## config.mk

```make
export PLATFORM = sky130hd
export DESIGN_NAME = key_event_module
export DESIGN_NICKNAME = d
export VERILOG_FILES = /design/src/rtl/key_event_module_pkg.sv /design/src/rtl/key_event_module_ms_tick_gen.sv /design/src/rtl/key_event_module.sv
export SDC_FILE = /design/constraint.sdc
export NUM_CORES = 1
export LEC_CHECK = 0
export BUFFER_PORTS_ARGS = -buffer_cell sky130_fd_sc_hd__buf_4
export CAP_MARGIN = 15
export CORE_ASPECT_RATIO = 0.75
export CORE_MARGIN = 1
export CORE_UTILIZATION = 47
export DETAILED_ROUTE_END_ITERATION = 7
export SYNTH_ARGS = -nofsm -noshare
export SYNTH_HDL_FRONTEND = slang
export SYNTH_SLANG_ARGS = --single-unit
```

## constraint.sdc

```tcl
create_clock -name CLK -period 2.9 [get_ports CLK]
set_input_delay 0.145 -clock CLK [delete_from_list [all_inputs] [get_ports CLK]]
set_output_delay 0.145 -clock CLK [all_outputs]
set_load 0.01 [all_outputs]
```

## src/rtl/key_event_module_pkg.sv

```systemverilog
// Shared definitions for the key event classifier: timing defaults,
// counter width, FSM state encodings and the internal event codes.
package key_event_module_pkg;

  localparam logic [15:0] T1MS_DEFAULT = 16'd49_999;
  localparam int          MS_W         = 12;
  localparam logic [MS_W-1:0] MS_MAX   = '1;

  typedef enum logic [2:0] {
    IDLE   = 3'd0,
    PRESS1 = 3'd1,
    HELD   = 3'd2,
    WAIT2  = 3'd3,
    PRESS2 = 3'd4
  } key_state_e;

  typedef enum logic [2:0] {
    EV_NONE   = 3'd0,
    EV_CLICK  = 3'd1,
    EV_DOUBLE = 3'd2,
    EV_LONG   = 3'd3,
    EV_REPEAT = 3'd4
  } key_event_e;

endpackage

```

## src/rtl/key_event_module_ms_tick_gen.sv

```systemverilog
// Millisecond time base: a prescaler that wraps every T1MS+1 clocks and a
// saturating millisecond counter. A synchronous clear restarts both so a
// caller can time intervals from an arbitrary cycle.
module key_event_module_ms_tick_gen
  import key_event_module_pkg::*;
#(
  parameter logic [15:0] T1MS = T1MS_DEFAULT
) (
  input  logic            clk,
  input  logic            rst_n,
  input  logic            clear,
  output logic [MS_W-1:0] ms_cnt
);

  logic [15:0] prescaler;
  logic        ms_tick;

  assign ms_tick = (prescaler == T1MS);

  // Prescaler wraps into a tick; the ms counter advances on ticks and sticks at its maximum
  always_ff @(posedge clk or negedge rst_n) begin
    if (!rst_n) begin
      prescaler <= '0;
      ms_cnt    <= '0;
    end else if (clear) begin
      prescaler <= '0;
      ms_cnt    <= '0;
    end else if (ms_tick) begin
      prescaler <= '0;
      if (ms_cnt != MS_MAX) begin
        ms_cnt <= ms_cnt + 1'b1;
      end
    end else begin
      prescaler <= prescaler + 1'b1;
    end
  end

endmodule

```

## src/rtl/key_event_module.sv

```systemverilog
// Key gesture classifier: turns a debounced key level into one-cycle
// click / double-click / long-press / auto-repeat pulses, plus a busy flag.
module key_event_module
  import key_event_module_pkg::*;
#(
  parameter logic [15:0]     T1MS      = T1MS_DEFAULT,
  parameter logic [MS_W-1:0] LONG_MS   = 12'd1000,
  parameter logic [MS_W-1:0] REPEAT_MS = 12'd200,
  parameter logic [MS_W-1:0] DCLICK_MS = 12'd300
) (
  input  logic CLK,
  input  logic RST_N,
  input  logic Pin_In,
  output logic Click_Pulse,
  output logic Double_Pulse,
  output logic Long_Pulse,
  output logic Repeat_Pulse,
  output logic Key_Busy
);

  logic            key_r;
  logic            rise;
  logic            fall;
  logic            restart;
  logic            clear;
  logic [MS_W-1:0] ms_cnt;
  key_state_e      state;
  key_state_e      next_state;
  key_event_e      evt_d;

  // Previous key level; cleared by reset so a key held through reset reads as a new press
  always_ff @(posedge CLK or negedge RST_N) begin
    if (!RST_N) begin
      key_r <= 1'b0;
    end else begin
      key_r <= Pin_In;
    end
  end

  assign rise = Pin_In & ~key_r;
  assign fall = ~Pin_In & key_r;

  // Interval timing restarts on every state change and on each repeat period
  assign clear = restart || (next_state != state);

  key_event_module_ms_tick_gen #(
    .T1MS (T1MS)
  ) u_ms_tick_gen (
    .clk    (CLK),
    .rst_n  (RST_N),
    .clear  (clear),
    .ms_cnt (ms_cnt)
  );

  // Gesture decision: key edges take priority over timer expiry in every state
  always_comb begin
    next_state = state;
    evt_d      = EV_NONE;
    restart    = 1'b0;
    case (state)
      IDLE: begin
        if (rise) begin
          next_state = PRESS1;
        end
      end
      PRESS1: begin
        if (fall) begin
          next_state = WAIT2;
        end else if (ms_cnt == LONG_MS) begin
          next_state = HELD;
          evt_d      = EV_LONG;
        end
      end
      HELD: begin
        if (fall) begin
          next_state = IDLE;
        end else if (ms_cnt == REPEAT_MS) begin
          evt_d   = EV_REPEAT;
          restart = 1'b1;
        end
      end
      WAIT2: begin
        if (rise) begin
          next_state = PRESS2;
          evt_d      = EV_DOUBLE;
        end else if (ms_cnt == DCLICK_MS) begin
          next_state = IDLE;
          evt_d      = EV_CLICK;
        end
      end
      PRESS2: begin
        if (fall) begin
          next_state = IDLE;
        end
      end
      default: begin
        next_state = IDLE;
      end
    endcase
  end

  // State register and registered one-hot event pulses, so at most one pulse per cycle
  always_ff @(posedge CLK or negedge RST_N) begin
    if (!RST_N) begin
      state        <= IDLE;
      Click_Pulse  <= 1'b0;
      Double_Pulse <= 1'b0;
      Long_Pulse   <= 1'b0;
      Repeat_Pulse <= 1'b0;
      Key_Busy     <= 1'b0;
    end else begin
      state        <= next_state;
      Click_Pulse  <= (evt_d == EV_CLICK);
      Double_Pulse <= (evt_d == EV_DOUBLE);
      Long_Pulse   <= (evt_d == EV_LONG);
      Repeat_Pulse <= (evt_d == EV_REPEAT);
      Key_Busy     <= (next_state != IDLE);
    end
  end

endmodule
```

* After elaboration in Yosys (flattened, before gate mapping) *
Index checks and enable logic that the tools add are counted.
W data, S select, Z words.

storage, ports and cells
  bits in registers = 37
  input bits = 3

cells by class
  add/subtract/negate cells = 2
  eq/ne operators = 14
  mux-type cells = 22
  bitwise operators = 4
  reductions and logical operators = 7

operators with widths
  cell                     count
  $mux W12                 3
  $mux W16                 2
  $mux W3                  8
  $add A16 B1 Y16 const B  1
  $eq A16 B16 Y1 const B   1
  $add A12 B1 Y12 const B  1
  $eq A12 B10 Y1 const B   1
  $eq A12 B8 Y1 const B    1
  $eq A12 B9 Y1 const B    1
  $eq A3 B2 Y1 const B     4
  $ne A12 B12 Y1 const B   1
  $pmux W3 S4              1
  $pmux W3 S3              1
  $eq A3 B1 Y1 const B     2
  $eq A3 B3 Y1 const B     2
  $mux W2                  3
  $mux W1                  4
  $reduce_bool A2 Y1       2
  $logic_not A3 Y1         1
  $ne A3 B3 Y1             1
  $reduce_bool A3 Y1       1
  $and A1 B1 Y1            2
  $not A1 Y1               2
  $reduce_and A2 Y1        1
  2 further kinds          2

* Longest topological paths before layout *
  word-level depth = 8
  gate-level depth with buffers = 8

* Modules after synthesis *
From an unflattened synthesis, not the netlist that was laid out.

second synthesis, totals
  cell total of the unflattened synthesis = 192
  area, all modules = 1935.6 um^2

by module, submodules not included
  module                        instances  cells each  area an instance (um^2)  sequential area each (um^2)
  key_event_module_ms_tick_gen  1          140         1423.9                   700.7
  key_event_module              1          52          511.7                    225.2

* Least setup slack after synthesis *
OpenSTA, ideal clock, no wires.

  path type = register to register
  start point = reg u_ms_tick_gen.ms_cnt[0]
  end point = reg u_ms_tick_gen.ms_cnt[0]
  setup time = 0.119 ns
  data arrival time = 1.910 ns
  required time = 2.781 ns
  slack = 0.872 ns
  stages on the path, launching flop included = 9
  buffers on the path = 1
  clock period less this slack = 2.028 ns
  cell sequence = dfrtp_1 -> inv_1 -> ha_1 -> nor4b_2 -> and4_1 -> o21ai_0 -> o311ai_4 -> buf_6 -> nor2_1

on the way
  word-level cells in the longest chain between the ends = 8
  elaborated cells between the ends (all ways) = 21

RTL lines
  what                                             line                                            source
  start: declaration                               key_event_module_ms_tick_gen.sv:12              output logic [MS_W-1:0] ms_cnt
  start signal: assignment                         key_event_module_ms_tick_gen.sv:31              ms_cnt <= ms_cnt + 1'b1;
  $eq A12 B9 Y1 or $eq A12 B10 Y1 (tied branches)  key_event_module.sv:86, key_event_module.sv:69
  $mux W3 (on tied branches)                       key_event_module.sv:86, key_event_module.sv:69
  $mux W3 (on tied branches)                       key_event_module.sv:83, key_event_module.sv:67
  $pmux W3 S4                                      key_event_module.sv:60                          case (state)
  $ne A3 B3 Y1                                     key_event_module.sv:44                          assign clear = restart || (next_state != state);
  $logic_or A1 B1 Y1                               key_event_module.sv:44
  $reduce_bool A2 Y1 (no line)                     n/a
  $reduce_and A2 Y1 (no line)                      n/a

Several ways; a longest one is shown, not always the timed one. The select of a mux whose other input is x is not followed.
A chain may end at the register's enable or synchronous reset.

* Worst setup path after layout *
  start point = in Pin_In
  end point = reg u_ms_tick_gen.ms_cnt[4]

on the way
  word-level cells in the longest chain between the ends = 8
  elaborated cells between the ends (all ways) = 16

RTL lines
  what                          line                                                                    source
  start: declaration            key_event_module.sv:13                                                  input logic Pin_In,
  $not A1 Y1                    key_event_module.sv:41                                                  assign fall = ~Pin_In & key_r;
  $and A1 B1 Y1                 key_event_module.sv:41
  $mux W3 (on tied branches)    key_event_module.sv:75, key_event_module.sv:92, key_event_module.sv:67
  $pmux W3 S4                   key_event_module.sv:60
  $ne A3 B3 Y1                  key_event_module.sv:44
  $logic_or A1 B1 Y1 *          key_event_module.sv:44
  $reduce_bool A2 Y1 (no line)  n/a
  $reduce_and A2 Y1 (no line)   n/a

Mark *: on every way between the ends. The rest lies on a longest branch, timed or not.

==> summary.txt <==
R2R Setup Slk: 580 ps
unrepaired setup endpoints after global routing: false
Initial DRC Count: 120
final setup vio count: 0
reg2reg path depth: 8
TNS Setup: 0 ps
Die Wd: 76.84 um
Slew @ Worst Pin: 643.6 ps
CTS Root Buffer Type: clkbuf_8
via count: 1455
Max FO, Critical Path: 27
Critical Path AT: 2490 ps
synth unique cells: 40
Worst setup EP type: flip-flop
routed len/inst: 13.70 um
Clock Skew: 7.293 ps
crit path kind: in2reg
Area contributors post-synth: dfrtp_1 47%, xnor2_1 7.5%, nor2_1 5.7%
Top delay family on crit path: simple AND/OR/NAND/NOR gates
hpwl dp: 2.549 mm
minimum clock period after layout: 2318 ps
final worst slack: 581.7 ps
max incr delay on CP: 560 ps
TritonRoute pass-1 iters: 4
antenna diode count: 0
Port Buffers: 7
vias in the first global route: 1328
# fillers: 342
max-cap violations: 0
Final Max Tran Viols: 0
placed insts: 263
EDFF count, synth: 0
Placer Congestion: 0.8371
CP startpoint kind: primary input
Reg-to-Reg Start: u_ms_tick_gen.ms_cnt[0]
relative slew slack: 0.5676
Reg-to-Reg End: u_ms_tick_gen.ms_cnt[4]
share of post-route cells with drive strength above 1: 0.1422
Lkg Pwr: 0.9473 nW
maximum vdd drop: 427.2 uV
CTS Buf Count: 5
Clock Path Buffers: 2
post-layout net count: 223
status: finished, final reports clean
f_max: 0.4313 GHz
Initial Utilization: 0.4901
Crit path required time: 3070 ps
Final Instance Area: 2225 um2
area of the mapped netlist: 1974 um2
CTS sink cnt: 37
Overflow after GRT: 0
Mapped Avg Cell Area: 9.631 um2
initial antenna violation count: 0
sequential area share after synthesis: 0.4689
first-pass GRT wire length: 6.334 mm
final hold violation count: 0
fin cells: 273
die area: 4467 um2
flops & latches, synth: 37
cell row count: 20
FF/Latch Area: 925.9 um2
most common cell in the synthesized netlist: dfrtp_1
area grow syn2layout: 12.67%
Worst-path clk slew: 80 ps
# IOs: 8
WL final: 3.739 mm
Post-CTS Setup Inserts: 0
core area: 4029 um2
post-place setup slack: 599.0 ps
CTS tree: built
drc violations: 0
area of the multi-input gates: 974.7 um2
top cell type's share of synthesized area: 0.4689
post-CTS resize count: 0
crit-path cells: dlygate4sd3_1 > buf_4 > nor2b_4 > or4b_4 > or4_4 > o311ai_4 > buf_4 > nor3_1
ys async rst share: 1.000
hold crit path type: in2async
antenna viol nets, final: 0
Top FF cell, synth: dfrtp_1
Via density: 5.330
slowest CP cell: or4_4
clock latency on the worst-skew pair: 290 ps
Mapped Cells: 205
DP Area: 2067 um2
synth cell count leaders: 37 x dfrtp_1, 30 x nor2_1, 17 x nand2_1, 17 x xnor2_1, 10 x nor3_1
CP Depth: 8
CP dominant cell by count: buf_4
Final Cycle Share: 0.7994
pwr dens: 664.0 nW/um2
Total GRT Usage: 0.1855
H-tree depth: 2
Synthesized Nets: 211
largest net degree at the start of global routing: 38
CP Buf/Inv Count: 3
leading area contributor after synthesis: dfrtp_1
die height: 58.13 um
yosys warns: 0
-- metal layers --
layer	vias up	track usage	wire length, um	part of all wire
met5	-	0	0	0
met4	0	0.07692	45	0.012
met3	7	0.04724	198	0.053
met2	34	0.2513	1551	0.41
met1	693	0.2788	1944	0.52
li1	721	-	-	-
-- metrics by stage --
stage / util / total power, mW / hold slack (ps)
2_1_floorplan: - / 0.8891 / -150.6
3_3_place_gp: 0.5130 / 0.9292 / 128.8
3_5_place_dp: 0.5130 / 0.9414 / 136.8
4_1_cts: 0.5522 / 1.490 / 362.8
5_1_grt: 0.5522 / 1.556 / 410.9
6_report: 0.5522 / 1.477 / 338.0
-- cell type report --
cell class | instances | share of cell area
Clock buffer | 5 | 0.03093
Multi-Input combinational cell | 154 | 0.4381
Clock inverter | 3 | 0.03093
Tap cell | 55 | 0.03093
Sequential cell | 37 | 0.4162
Inverter | 8 | 0.01350
Timing Repair Buffer | 11 | 0.03937
-- sequential cells by signal, summed over array words and instances, names as in the netlist --
name,flops
Click_Pulse,1
Double_Pulse,1
Key_Busy,1
Long_Pulse,1
Repeat_Pulse,1
key_r,1
state,3
u_ms_tick_gen.ms_cnt,12
u_ms_tick_gen.prescaler,16
-- how the worst max path moves through the flow --
stage                            start                 endpoint
2_1_floorplan  u_ms_tick_gen.ms_cnt[0]  u_ms_tick_gen.ms_cnt[0]
3_3_place_gp                     key_r  u_ms_tick_gen.ms_cnt[4]
5_1_grt        u_ms_tick_gen.ms_cnt[0]  u_ms_tick_gen.ms_cnt[5]
3_5_place_dp   u_ms_tick_gen.ms_cnt[0]  u_ms_tick_gen.ms_cnt[4]
4_1_cts        u_ms_tick_gen.ms_cnt[0]  u_ms_tick_gen.ms_cnt[4]
6_report                        Pin_In  u_ms_tick_gen.ms_cnt[4]
-- cell usage in the layout (no fill, tap or decap), types with 2 or more instances in the layout --
cell and instances:
buf_4 9, ha_1 3, nor4_1 2, and3_1 7
clkbuf_8 5, nor2b_1 3, or3_1 3, inv_1 8
xor2_1 5, nor4b_1 2, nand3b_1 2, nor3b_1 3
a31o_2 2, dfrtp_1 37, and2_1 4, dlygate4sd3_1 2
xnor2_1 17, o21ai_0 6, a21oi_1 4, nor2_2 4
nand4_1 6, nand2_1 17, nor4bb_1 2, nor2_1 30
and4_1 3, nand3_1 8, nor3_1 10, bufinv_16 2
-- cell families after synthesis --
group | share of synthesized area
AO/OA/AOI/OAI | 0.05134
buffers and inverters | 0.03738
adder cells (fa/ha/maj) | 0.01901
AND/OR/NAND/NOR | 0.3257
flip-flops | 0.4689
XOR/XNOR | 0.09759
-- power breakdown --
part / leakage, nW / internal (mW) / switching (mW)
combinational: 0.374 / 0.120 / 0.209
sequential: 0.504 / 0.562 / 0.0440
clock: 0.0687 / 0.346 / 0.195
total: 0.947 / 1.03 / 0.448
-- repair_timing --
action	CTS	global route
hold buffers	2	0
endpoints found under the hold margin	38	0
setup endpoints to repair	0	0
No activity file was read; power rests on OpenSTA's default activity.
